### src/rtl/spike_rate_bank.sv
// spike_rate_bank: multi-channel spike rate counter bank.
// Counts rising edges on NCH spike lines per window (window delimited by a
// one-cycle win_tick), latches all counts and saturation flags at each window
// boundary, and serves them as a flat bus plus an indexed registered readout.
// Optional macro SPIKE_SYNC_EN inserts a 2-flop synchroniser per spike line.
// Ports:
//   clk, reset        clock and synchronous active-high reset
//   spike_in[NCH]     raw spike lines
//   win_tick          window-boundary pulse
//   enable            1 = count, 0 = freeze counters and ignore win_tick
//   rd_sel            channel index for rd_data/rd_sat
//   rd_data, rd_sat   latched count/flag of channel rd_sel (1-cycle latency)
//   cnt_bus, sat_bus  all latched counts/flags
//   frame_valid       pulse the cycle after a latch
//   window_id         wrapping count of latched windows
module spike_rate_bank #(
  parameter int unsigned NCH  = 8,
  parameter int unsigned CW   = 16,
  parameter int unsigned SELW = 5
) (
  input  logic              clk,
  input  logic              reset,
  input  logic [NCH-1:0]    spike_in,
  input  logic              win_tick,
  input  logic              enable,
  input  logic [SELW-1:0]   rd_sel,
  output logic [CW-1:0]     rd_data,
  output logic              rd_sat,
  output logic [NCH*CW-1:0] cnt_bus,
  output logic [NCH-1:0]    sat_bus,
  output logic              frame_valid,
  output logic [15:0]       window_id
);

  localparam int unsigned WIDW = 16;
  localparam logic [CW-1:0] CNT_MAX = '1;

  logic [NCH-1:0]    s_c;
  logic [NCH-1:0]    edge_c;
  logic              latch_c;

  logic [NCH-1:0]    s_d_q, s_d_d;
  logic [CW-1:0]     cnt_q [NCH];
  logic [CW-1:0]     cnt_d [NCH];
  logic [NCH-1:0]    sat_q, sat_d;
  logic [NCH*CW-1:0] cnt_bus_q, cnt_bus_d;
  logic [NCH-1:0]    sat_bus_q, sat_bus_d;
  logic [CW-1:0]     rd_data_q, rd_data_d;
  logic              rd_sat_q, rd_sat_d;
  logic              fv_q, fv_d;
  logic [WIDW-1:0]   win_q, win_d;

`ifdef SPIKE_SYNC_EN
  // Two-flop synchroniser for spikes arriving from another clock domain.
  logic [NCH-1:0] sync1_q, sync2_q;

  always_ff @(posedge clk) begin
    if (reset) begin
      sync1_q <= '0;
      sync2_q <= '0;
    end else begin
      sync1_q <= spike_in;
      sync2_q <= sync1_q;
    end
  end

  assign s_c = sync2_q;
`else
  assign s_c = spike_in;
`endif

  assign edge_c  = s_c & ~s_d_q;
  assign latch_c = enable & win_tick;

  // Next-state: counting, saturation, window latch and readout mux.
  always_comb begin
    s_d_d     = s_c;
    cnt_d     = cnt_q;
    sat_d     = sat_q;
    cnt_bus_d = cnt_bus_q;
    sat_bus_d = sat_bus_q;
    win_d     = win_q;
    fv_d      = 1'b0;
    rd_data_d = '0;
    rd_sat_d  = 1'b0;

    if (enable) begin
      for (int i = 0; i < int'(NCH); i++) begin
        if (latch_c) begin
          cnt_bus_d[i*CW +: CW] = cnt_q[i];
          sat_bus_d[i]          = sat_q[i];
          // An edge coincident with the tick opens the new window.
          cnt_d[i]              = edge_c[i] ? CW'(1) : '0;
          sat_d[i]              = 1'b0;
        end else if (edge_c[i]) begin
          if (cnt_q[i] == CNT_MAX) sat_d[i] = 1'b1;
          else                     cnt_d[i] = cnt_q[i] + CW'(1);
        end
      end
    end

    if (latch_c) begin
      win_d = win_q + WIDW'(1);
      fv_d  = 1'b1;
    end

    // Out-of-range rd_sel matches no channel and reads 0.
    for (int i = 0; i < int'(NCH); i++) begin
      if (rd_sel == SELW'(i)) begin
        rd_data_d = cnt_bus_q[i*CW +: CW];
        rd_sat_d  = sat_bus_q[i];
      end
    end
  end

  // State registers.
  always_ff @(posedge clk) begin
    if (reset) begin
      s_d_q     <= '0;
      sat_q     <= '0;
      cnt_bus_q <= '0;
      sat_bus_q <= '0;
      rd_data_q <= '0;
      rd_sat_q  <= 1'b0;
      fv_q      <= 1'b0;
      win_q     <= '0;
      for (int i = 0; i < int'(NCH); i++) cnt_q[i] <= '0;
    end else begin
      s_d_q     <= s_d_d;
      sat_q     <= sat_d;
      cnt_bus_q <= cnt_bus_d;
      sat_bus_q <= sat_bus_d;
      rd_data_q <= rd_data_d;
      rd_sat_q  <= rd_sat_d;
      fv_q      <= fv_d;
      win_q     <= win_d;
      for (int i = 0; i < int'(NCH); i++) cnt_q[i] <= cnt_d[i];
    end
  end

  assign rd_data     = rd_data_q;
  assign rd_sat      = rd_sat_q;
  assign cnt_bus     = cnt_bus_q;
  assign sat_bus     = sat_bus_q;
  assign frame_valid = fv_q;
  assign window_id   = win_q;

endmodule

### config.mk
export PLATFORM = sky130hd
export DESIGN_NAME = spike_rate_bank
export DESIGN_NICKNAME = d
export VERILOG_FILES = /design/src/rtl/spike_rate_bank.sv
export SDC_FILE = /design/constraint.sdc
export NUM_CORES = 1
export LEC_CHECK = 0
export CORE_ASPECT_RATIO = 1.5
export CORE_MARGIN = 4
export CORE_UTILIZATION = 50
export CTS_CLUSTER_DIAMETER = 100
export DETAILED_ROUTE_END_ITERATION = 8
export MAX_ROUTING_LAYER = met4
export PLACE_DENSITY = 0.75
export SETUP_SLACK_MARGIN = 0.05
export SYNTH_ARGS = -nofsm -noshare
export SYNTH_HDL_FRONTEND = slang
export SYNTH_SLANG_ARGS = --single-unit
export TNS_END_PERCENT = 20
### constraint.sdc
create_clock -name clk -period 2.6 [get_ports clk]
set_input_delay 0.52 -clock clk [delete_from_list [all_inputs] [get_ports clk]]
set_output_delay 0.52 -clock clk [all_outputs]
set_load 0.05 [all_outputs]
-- Word level (Yosys, flattened, before mapping)
Cells that the tools add are included.
- word-level logic and storage cells: 165
- input port bits: 17
- register bits: 314
- mux-type cells: 73
- bitwise logic cells: 3
- equality and inequality tests: 23
- add/subtract/negate cells: 9
- reductions and logical operators: 34
- operators with widths (operator ; count):
    2-to-1 mux 16 bit ; 32
    adder 16 x 1 -> 16 bit, second input constant ; 9
    equality test 16 bit, second input constant ; 8
    AND reduction 3 bit ; 16
    2-to-1 mux 1 bit ; 41
    nonzero test 2 bit ; 16
    equality test 5 x 3 -> 1 bit, second input constant ; 4
    inequality test 2 bit, second input constant ; 8
    equality test 5 x 2 -> 1 bit, second input constant ; 2
    bitwise AND 8 bit ; 1
    NOT 8 bit ; 1
    equality test 5 x 1 -> 1 bit, second input constant ; 1
    zero test 5 bit ; 1
    AND reduction 2 bit ; 1
    bitwise AND 1 bit ; 1

-- Logic depth before layout (Yosys ltp)
Gate-level depths: netlist of the first run.
- depth in word-level cells: 9
- gate-level depth with buffers: 8

-- Worst setup path before layout of the first run
No wires, ideal clock.
- kind: register to register
- from: register win_q[0], in the netlist window_id[0]
- to: register win_q[14], in the netlist window_id[14]
- setup time: 0.121 ns
- arrival time: 1.878 ns
- required time: 2.479 ns
- setup slack: 0.601 ns
- path buffers: 0
- cell stages (with the launch flop): 5
- path through: dfxtp_1 ha_1 nand4_1 nor4_1 mux2_2
- word-level cells in the longest chain between the ends: 1
- RTL lines (element ; RTL line ; source):
    start, declared ; 51 ; logic [WIDW-1:0] win_q, win_d;
    start signal, assigned ; 136 ; win_q <= win_d;
    adder 16 x 1 -> 16 bit ; 103 ; win_d = win_q + WIDW'(1);
No other way between the ends.
A chain may end at the register's enable or synchronous reset.

-- Final worst setup path of the first run
- from: register cnt_bus_q[99], in the netlist cnt_bus[99]
- to: output port cnt_bus[99]
- RTL lines (element ; RTL line ; source):
    start, declared ; 46 ; logic [NCH*CW-1:0] cnt_bus_q, cnt_bus_d;
    start signal, assigned ; 131 ; cnt_bus_q <= cnt_bus_d;
    end, declared ; 29 ; output logic [NCH*CW-1:0] cnt_bus,
No word-level cell between the ends.

==> impl_metrics.prom, run 1 <==
# TYPE chip_impl_metric gauge
chip_impl_info{name="outcome",value="complete, no violations"} 1
chip_impl_metric{name="antenna_violations_before_repair",unit=""} 0
chip_impl_metric{name="worstPathRequired",unit="ns"} 2.08
chip_impl_metric{name="clock_latency",unit="ns"} 0.57
chip_impl_metric{name="num_io_pins",unit=""} 187
chip_impl_metric{name="avgSynthCellArea",unit="um^2"} 8.08
chip_impl_metric{name="detailed_place_hpwl",unit="mm"} 37.3
chip_impl_metric{name="timing.critical_path.arrival",unit="ns"} 1.93
chip_impl_metric{name="tns",unit="ns"} 0
chip_impl_info{name="synth-main-ff-cell",value="sky130_fd_sc_hd__dfxtp_1"} 1
chip_impl_metric{name="grt_start_max_net_pins",unit=""} 135
chip_impl_metric{name="fillCellCount",unit=""} 2508
chip_impl_metric{name="hold-path-cell-count",unit=""} 2
chip_impl_metric{name="timing_hold_violations_final",unit=""} 0
chip_impl_metric{name="place_inst",unit=""} 2354
chip_impl_metric{name="drt-pass1-iter-count",unit=""} 5
chip_impl_metric{name="power_density",unit="mW/mm^2"} 548
chip_impl_metric{name="num-nets-final",unit=""} 2023
chip_impl_metric{name="final_min_period_over_clock_period",unit="%"} 94.3
chip_impl_info{name="path_delay_family",value="buffers and inverters"} 1
chip_impl_metric{name="slew_at_the_pin_closest_to_its_max_slew_limit",unit="ns"} 1.18
chip_impl_metric{name="routed_wire_length",unit="mm"} 50.8
chip_impl_metric{name="yosys_register_bits",unit=""} 314
chip_impl_info{name="hold_path.class",value="in -> reg"} 1
chip_impl_metric{name="die_x",unit="um"} 148
chip_impl_metric{name="vias_per_cell",unit=""} 6.12
chip_impl_metric{name="grt-ovfl-total",unit=""} 0
chip_impl_metric{name="peakVddDrop",unit="V"} 0.000500
chip_impl_info{name="synth_area_leaders",value="sky130_fd_sc_hd__dfxtp_1, sky130_fd_sc_hd__nand2_1, sky130_fd_sc_hd__a21oi_1"} 1
chip_impl_info{name="grt_setup_unrepaired",value="false"} 1
chip_impl_info{name="critical-path-slowest-cell",value="sky130_fd_sc_hd__clkdlybuf4s50_1"} 1
chip_impl_metric{name="final.hold.worst_slack",unit="ns"} 0.292
chip_impl_metric{name="ys_async_sr_fraction",unit="%"} 0
chip_impl_metric{name="holdBufCountCts",unit=""} 0
chip_impl_info{name="tritoncts",value="done"} 1
chip_impl_metric{name="synth_edf_count",unit=""} 0
chip_impl_metric{name="area_growth_syn_to_layout",unit="%"} 25.2
chip_impl_metric{name="clkSinkCount",unit=""} 314
chip_impl_metric{name="die_area",unit="mm^2"} 0.0321
chip_impl_metric{name="layout-drive-gt1-share",unit="%"} 8.36
chip_impl_metric{name="overall_track_demand_over_capacity_in_global_routing",unit="%"} 31.4
chip_impl_metric{name="post_synth_instance_area",unit="mm^2"} 0.0146
chip_impl_metric{name="n_antenna_cell",unit=""} 0
chip_impl_metric{name="post_place_setup_slack",unit="ns"} -0.286
chip_impl_metric{name="total_cts_buffers",unit=""} 31
chip_impl_metric{name="yosysWarningCount",unit=""} 0
chip_impl_info{name="top_usage_layer",value="met2"} 1
chip_impl_metric{name="final_util",unit="%"} 63.6
chip_impl_metric{name="relSlewSlack",unit="%"} 21.0
chip_impl_metric{name="finalSetupViolCount",unit=""} 0
chip_impl_info{name="rr_startpoint",value="cnt_q[112]$_SDFFE_PP0P_"} 1
chip_impl_metric{name="detailedRoute.firstIterationViolations",unit=""} 1127
chip_impl_metric{name="netlist.area_leader.share",unit="%"} 43.0
chip_impl_metric{name="gp_congestion",unit=""} 1.05
chip_impl_metric{name="timing.reg2reg.setup_slack",unit="ns"} 0.48
chip_impl_metric{name="postLayoutSetupSlackWorst",unit="ns"} 0.147
chip_impl_info{name="cp_cell_sequence",value="clkdlybuf4s50_1"} 1
chip_impl_metric{name="overall_power",unit="mW"} 10.0
chip_impl_metric{name="cp.buffers_inverters",unit=""} 1
chip_impl_info{name="cp-start-kind",value="flop"} 1
chip_impl_metric{name="detail-route-antenna-nets",unit=""} 0
chip_impl_metric{name="number_of_vias_after_detailed_routing",unit=""} 14768
chip_impl_metric{name="port_bufs",unit=""} 186
chip_impl_metric{name="finalInstanceArea",unit="mm^2"} 0.0183
chip_impl_metric{name="avgRoutedWirePerCell",unit="um"} 21.1
chip_impl_metric{name="timing.max_cap.violations",unit=""} 0
chip_impl_metric{name="grt_util_met3",unit="%"} 3.60
chip_impl_metric{name="post_cts.repair.setup_buffers",unit=""} 0
chip_impl_metric{name="maxClockFrequency",unit="MHz"} 408
chip_impl_metric{name="syn-num-nets",unit=""} 1835
chip_impl_metric{name="finClkSkew",unit="ns"} 0.00642
chip_impl_metric{name="grt_util_met1",unit="%"} 36.8
chip_impl_metric{name="cts_buffer_depth",unit=""} 3
chip_impl_metric{name="cts-resized-gates",unit=""} 0
chip_impl_metric{name="reg2reg_depth",unit=""} 5
chip_impl_info{name="holdPathEnd",value="rd_data[15]$_SDFF_PP0_"} 1
chip_impl_metric{name="synth_seq_area_share",unit="%"} 43.0
chip_impl_metric{name="finish.cell_count_without_fillers",unit=""} 2412
chip_impl_metric{name="die_height",unit="um"} 217
chip_impl_metric{name="critPathMaxStageDelay",unit="ns"} 0.88
chip_impl_metric{name="syn-instance-count",unit=""} 1809
chip_impl_metric{name="detail_route.drc_violations",unit=""} 0
chip_impl_metric{name="grt_first_pass_wirelength",unit="mm"} 78.8
chip_impl_metric{name="slew_viol_final",unit=""} 0
chip_impl_metric{name="num_rows",unit=""} 76
chip_impl_metric{name="placeableCoreArea",unit="mm^2"} 0.0288
chip_impl_metric{name="placed_cell_area",unit="mm^2"} 0.0173
chip_impl_metric{name="finalWorstPathRequiredPeriod",unit="ns"} 2.45
chip_impl_metric{name="grtUsageMet2",unit="%"} 53.9
chip_impl_info{name="timing.critical_path.to_type",value="output port"} 1
chip_impl_metric{name="grt_pass1_vias",unit=""} 14064
chip_impl_metric{name="cts.htree.levels",unit=""} 1
chip_impl_metric{name="critical_path.max_fanout",unit=""} 3
chip_impl_metric{name="ys_types",unit=""} 74
chip_impl_info{name="reg2reg_to",value="cnt_q[126]$_SDFFE_PP0P_"} 1
chip_impl_info{name="synth_top_area_cell",value="sky130_fd_sc_hd__dfxtp_1"} 1
chip_impl_info{name="worst-setup-path-type",value="reg -> out"} 1
chip_impl_metric{name="initial_core_util",unit="%"} 50.8
chip_impl_info{name="clock_tree.root_cell",value="sky130_fd_sc_hd__clkbuf_16"} 1
chip_impl_metric{name="path_clk_slew",unit="ns"} 0.06
chip_impl_metric{name="power.leakage",unit="nW"} 5.75
chip_impl_info{name="hold_path.startpoint",value="reset"} 1
## how the worst max path moves through the flow
stage	start	end	slack [ns]	cells after the start
floorplan	window_id[0]$_SDFFE_PP0P_	window_id[14]$_SDFFE_PP0P_	0.60	4
finish	cnt_bus[99]$_SDFFE_PP0P_	cnt_bus[99]	0.15	1
CTS	cnt_bus[99]$_SDFFE_PP0P_	cnt_bus[99]	0.12	1
global placement	rd_sel[1]	rd_data[14]$_SDFF_PP0_	-0.32	6
detailed placement	rd_sel[1]	rd_data[14]$_SDFF_PP0_	-0.29	6
global route	window_id[0]$_SDFFE_PP0P_	window_id[0]	0.09	1
## cell families after synthesis
kind of cell | Yosys count | share of synthesized area, %
mux | 39 | 2.78
simple gates | 769 | 26.8
compound gates | 505 | 21.6
buf+inv | 164 | 4.53
xor+xnor | 9 | 0.539
flops | 314 | 43.0
fa+ha+maj | 9 | 0.770
## cells in the final DEF (no fill, tap or decap), types with 7 or more instances in the layout
| master | Yosys | final |
|---|---|---|
| sky130_fd_sc_hd__nor3_1 | 19 | 19 |
| sky130_fd_sc_hd__o41ai_1 | 16 | 16 |
| sky130_fd_sc_hd__o221ai_1 | 12 | 12 |
| sky130_fd_sc_hd__dfxtp_1 | 314 | 314 |
| sky130_fd_sc_hd__nor2b_1 | 17 | 17 |
| sky130_fd_sc_hd__nor2_1 | 48 | 47 |
| sky130_fd_sc_hd__inv_1 | 44 | 44 |
| sky130_fd_sc_hd__clkbuf_8 | 0 | 8 |
| sky130_fd_sc_hd__and2_1 | 12 | 11 |
| sky130_fd_sc_hd__o311ai_0 | 14 | 14 |
| sky130_fd_sc_hd__a211oi_1 | 18 | 18 |
| sky130_fd_sc_hd__o21ai_0 | 39 | 39 |
| sky130_fd_sc_hd__clkbuf_16 | 0 | 31 |
| sky130_fd_sc_hd__nand2_1 | 376 | 375 |
| sky130_fd_sc_hd__nor4_1 | 19 | 19 |
| sky130_fd_sc_hd__a32oi_1 | 7 | 7 |
| sky130_fd_sc_hd__nand4_1 | 37 | 37 |
| sky130_fd_sc_hd__a21oi_1 | 252 | 252 |
| sky130_fd_sc_hd__or4_1 | 49 | 49 |
| sky130_fd_sc_hd__and3_1 | 17 | 17 |
| sky130_fd_sc_hd__a31oi_1 | 34 | 34 |
| sky130_fd_sc_hd__o22a_1 | 10 | 10 |
| sky130_fd_sc_hd__nand3_1 | 56 | 56 |
| sky130_fd_sc_hd__mux2i_1 | 35 | 35 |
| sky130_fd_sc_hd__a22oi_1 | 11 | 11 |
| sky130_fd_sc_hd__buf_12 | 0 | 9 |
| sky130_fd_sc_hd__o31ai_1 | 47 | 47 |
| sky130_fd_sc_hd__clkdlybuf4s50_1 | 0 | 185 |
| sky130_fd_sc_hd__ha_1 | 9 | 9 |
| sky130_fd_sc_hd__and4_1 | 20 | 20 |
| sky130_fd_sc_hd__buf_4 | 3 | 80 |
| sky130_fd_sc_hd__nand3b_1 | 11 | 11 |
| sky130_fd_sc_hd__clkbuf_1 | 81 | 11 |
| sky130_fd_sc_hd__or3_1 | 43 | 43 |
## final cells by class
class | instances | area [um^2] | share of cell area (%)
clock buffer | 50 | 927 | 5.06
sequential | 314 | 6290 | 34.3
clock inverter | 8 | 93.8 | 0.512
tap | 390 | 488 | 2.66
inverter | 44 | 165 | 0.902
multi-input combinational | 1331 | 7710 | 42.1
timing repair buffer | 275 | 2640 | 14.4
## metal layers
metal	vias to the layer above	share of wire [%]	routed length, um
met5	-	0	0
met4	0	5.2	2640
met3	132	5.4	2750
met2	523	51	25700
met1	7071	39	19800
li1	7042	-	-
## registers in the layout (all words and copies together) (netlist names)
signal / count
rd_sat: 1
cnt_bus: 128
sat_bus: 8
cnt_q: 128
frame_valid: 1
s_d_q: 8
sat_q: 8
window_id: 16
rd_data: 16
## synthesized netlist by cell type, types with 34 or more instances
| cell type | n |
|---|---|
| sky130_fd_sc_hd__clkbuf_1 | 81 |
| sky130_fd_sc_hd__nand3_1 | 56 |
| sky130_fd_sc_hd__a31oi_1 | 34 |
| sky130_fd_sc_hd__o31ai_1 | 47 |
| sky130_fd_sc_hd__inv_1 | 44 |
| sky130_fd_sc_hd__mux2i_1 | 35 |
| sky130_fd_sc_hd__nor2_1 | 48 |
| sky130_fd_sc_hd__dfxtp_1 | 314 |
| sky130_fd_sc_hd__or4_1 | 49 |
| sky130_fd_sc_hd__nand2_1 | 376 |
| sky130_fd_sc_hd__or3_1 | 43 |
| sky130_fd_sc_hd__nand4_1 | 37 |
| sky130_fd_sc_hd__o21ai_0 | 39 |
| sky130_fd_sc_hd__a21oi_1 | 252 |
## report_power, final
group	switching (mW)	internal, mW
Sequential	0.0356	4.84
Clock	1.90	2.62
Combinational	0.426	0.215
Total	2.36	7.68
Power figures use the tool's default switching activity.
==> run 2: changes to the inputs <==
Settings changed: SKIP_CTS_REPAIR_TIMING from default to 1.
==> results of run 2 <==
The final DEF is identical to that of run 1; final timing and power are the same.
==> run 3: changes to the inputs <==
Settings changed: MAX_ROUTING_LAYER met4 to default.
==> impl_metrics.prom, run 3 (synthesized netlist as in run 1, its figures left out) <==
# TYPE chip_impl_metric gauge
chip_impl_metric{name="avgRoutedWirePerCell",unit="um"} 21.2
chip_impl_metric{name="die_x",unit="um"} 148
chip_impl_metric{name="placeableCoreArea",unit="mm^2"} 0.0288
chip_impl_metric{name="relSlewSlack",unit="%"} 49.6
chip_impl_metric{name="finalWorstPathRequiredPeriod",unit="ns"} 2.50
chip_impl_metric{name="timing_hold_violations_final",unit=""} 0
chip_impl_metric{name="die_height",unit="um"} 217
chip_impl_metric{name="port_bufs",unit=""} 186
chip_impl_info{name="grt_setup_unrepaired",value="false"} 1
chip_impl_metric{name="cp.buffers_inverters",unit=""} 1
chip_impl_metric{name="fillCellCount",unit=""} 2538
chip_impl_metric{name="detailed_place_hpwl",unit="mm"} 37.5
chip_impl_metric{name="grt_pass1_vias",unit=""} 14139
chip_impl_metric{name="place_inst",unit=""} 2342
chip_impl_info{name="final_common_cell",value="sky130_fd_sc_hd__nand2_1"} 1
chip_impl_metric{name="grt_start_max_net_pins",unit=""} 82
chip_impl_metric{name="hold-path-cell-count",unit=""} 2
chip_impl_info{name="final_cell_mix",value="sky130_fd_sc_hd__nand2_1, sky130_fd_sc_hd__dfxtp_1, sky130_fd_sc_hd__a21oi_1"} 1
chip_impl_metric{name="initial_core_util",unit="%"} 50.8
chip_impl_metric{name="slew_viol_final",unit=""} 0
chip_impl_metric{name="worstPathRequired",unit="ns"} 2.08
chip_impl_info{name="worst-setup-path-type",value="reg -> out"} 1
chip_impl_metric{name="slew_at_the_pin_closest_to_its_max_slew_limit",unit="ns"} 0.750
chip_impl_metric{name="detailedRoute.firstIterationViolations",unit=""} 1153
chip_impl_metric{name="timing.critical_path.depth",unit=""} 1
chip_impl_metric{name="grt-ovfl-total",unit=""} 0
chip_impl_metric{name="cts.htree.levels",unit=""} 1
chip_impl_info{name="cp-start-kind",value="flop"} 1
chip_impl_info{name="rr_startpoint",value="cnt_q[112]$_SDFFE_PP0P_"} 1
chip_impl_metric{name="critical_path.max_fanout",unit=""} 3
chip_impl_metric{name="overall_power",unit="mW"} 10.1
chip_impl_metric{name="routed_wire_length",unit="mm"} 50.9
chip_impl_metric{name="tns",unit="ns"} 0
chip_impl_metric{name="total_cts_buffers",unit=""} 31
chip_impl_metric{name="number_of_vias_after_detailed_routing",unit=""} 14655
chip_impl_metric{name="finish.cell_count_without_fillers",unit=""} 2398
chip_impl_metric{name="clkSinkCount",unit=""} 314
chip_impl_metric{name="detail-route-antenna-nets",unit=""} 0
chip_impl_metric{name="finalSetupViolCount",unit=""} 0
chip_impl_info{name="holdPathEnd",value="s_d_q[7]$_SDFF_PP0_"} 1
chip_impl_metric{name="cts_buffer_depth",unit=""} 3
chip_impl_metric{name="num_io_pins",unit=""} 187
chip_impl_metric{name="vias_per_cell",unit=""} 6.11
chip_impl_info{name="worstSetupStartpoint",value="cnt_bus[99]$_SDFFE_PP0P_"} 1
chip_impl_metric{name="die_area",unit="mm^2"} 0.0321
chip_impl_metric{name="drt-pass1-iter-count",unit=""} 6
chip_impl_info{name="clock_tree.root_cell",value="sky130_fd_sc_hd__clkbuf_16"} 1
chip_impl_info{name="critical-path-slowest-cell",value="sky130_fd_sc_hd__clkdlybuf4s50_1"} 1
chip_impl_metric{name="critPathMaxStageDelay",unit="ns"} 0.88
chip_impl_metric{name="peakVddDrop",unit="V"} 0.000465
chip_impl_metric{name="detail_route.drc_violations",unit=""} 0
chip_impl_metric{name="power_density",unit="mW/mm^2"} 555
chip_impl_metric{name="timing.reg2reg.setup_slack",unit="ns"} 0.48
chip_impl_info{name="outcome",value="complete, no violations"} 1
chip_impl_metric{name="grt_first_pass_wirelength",unit="mm"} 79.7
chip_impl_info{name="cp_cell_sequence",value="clkdlybuf4s50_1"} 1
chip_impl_metric{name="power.leakage",unit="nW"} 5.71
chip_impl_info{name="hold_path.class",value="in -> reg"} 1
chip_impl_info{name="path_delay_family",value="buffers and inverters"} 1
chip_impl_metric{name="antenna_violations_before_repair",unit=""} 0
chip_impl_info{name="hold_path.startpoint",value="reset"} 1
chip_impl_metric{name="overall_track_demand_over_capacity_in_global_routing",unit="%"} 30.9
chip_impl_info{name="timing.critical_path.to_type",value="output port"} 1
chip_impl_metric{name="finClkSkew",unit="ns"} 0.00911
chip_impl_metric{name="timing.critical_path.arrival",unit="ns"} 1.98
chip_impl_info{name="reg2reg_to",value="cnt_q[126]$_SDFFE_PP0P_"} 1
chip_impl_info{name="tritoncts",value="done"} 1
chip_impl_metric{name="num_rows",unit=""} 76
chip_impl_metric{name="maxClockFrequency",unit="MHz"} 400
chip_impl_metric{name="clock_latency",unit="ns"} 0.58
chip_impl_metric{name="reg2reg_depth",unit=""} 5
chip_impl_metric{name="gp_congestion",unit=""} 1.05
chip_impl_metric{name="final_min_period_over_clock_period",unit="%"} 96.2
chip_impl_metric{name="num-nets-final",unit=""} 2011
chip_impl_metric{name="path_clk_slew",unit="ns"} 0.06
chip_impl_metric{name="n_antenna_cell",unit=""} 0
chip_impl_metric{name="timing.max_cap.violations",unit=""} 0
chip_impl_metric{name="layout-drive-gt1-share",unit="%"} 7.97
chip_impl_metric{name="area_growth_syn_to_layout",unit="%"} 25.0
run 3: changes by cell type in the layout (fill, tap and decap cells not counted), sizes merged:
cell      before  now
buf           90   78
bufinv         2    4
clkinv         5    9
clkbuf        50   41
clkinvlp       0    1
run 3: worst max path at each step:
stage	end	slack [ns]
finish	cnt_bus[99]	0.1
global route	window_id[0]	0.08
CTS	cnt_bus[99]	0.09
floorplan	window_id[14]$_SDFFE_PP0P_	0.60
detailed placement	rd_data[5]$_SDFF_PP0_	0.01
global placement	rd_data[5]$_SDFF_PP0_	0.02
run 3: cell type report:
cell class              count  area [um^2]  share of cell area, %
well taps                 390          488                   2.67
clock buffers              41          853                   4.67
clock inverters            15          185                   1.01
multi-input cells        1331         7710                   42.2
inverters                  44          165                  0.903
repair buffers            263         2590                   14.2
flip-flops and latches    314         6290                   34.4
run 3: metal layers:
layer  up-vias  GRT usage, %  wire (um)
li1       7017             -          -
met1      7052          37.1      20000
met2       477          54.7      25600
met3       109          3.95       2670
met4         0          14.1       2620
met5         -             0          0
run 3: metrics by stage:
step	util, %	worst slack, ns	hold WS, ns	cell area [um^2]
global placement	59.8	0.0218	0.439	17200
CTS	63.5	0.0898	0.362	18300
detailed placement	59.8	0.0118	0.452	17200
floorplan	-	0.601	0.431	14600
global route	63.5	0.0775	0.399	18300
finish	63.5	0.0976	0.383	18300
run 3: where the power goes:
| part | internal, mW | leakage [nW] | switching (mW) |
|---|---|---|---|
| logic | 0.208 | 2.67 | 0.421 |
| clock network | 2.70 | 0.514 | 1.94 |
| registers | 4.84 | 2.53 | 0.0375 |
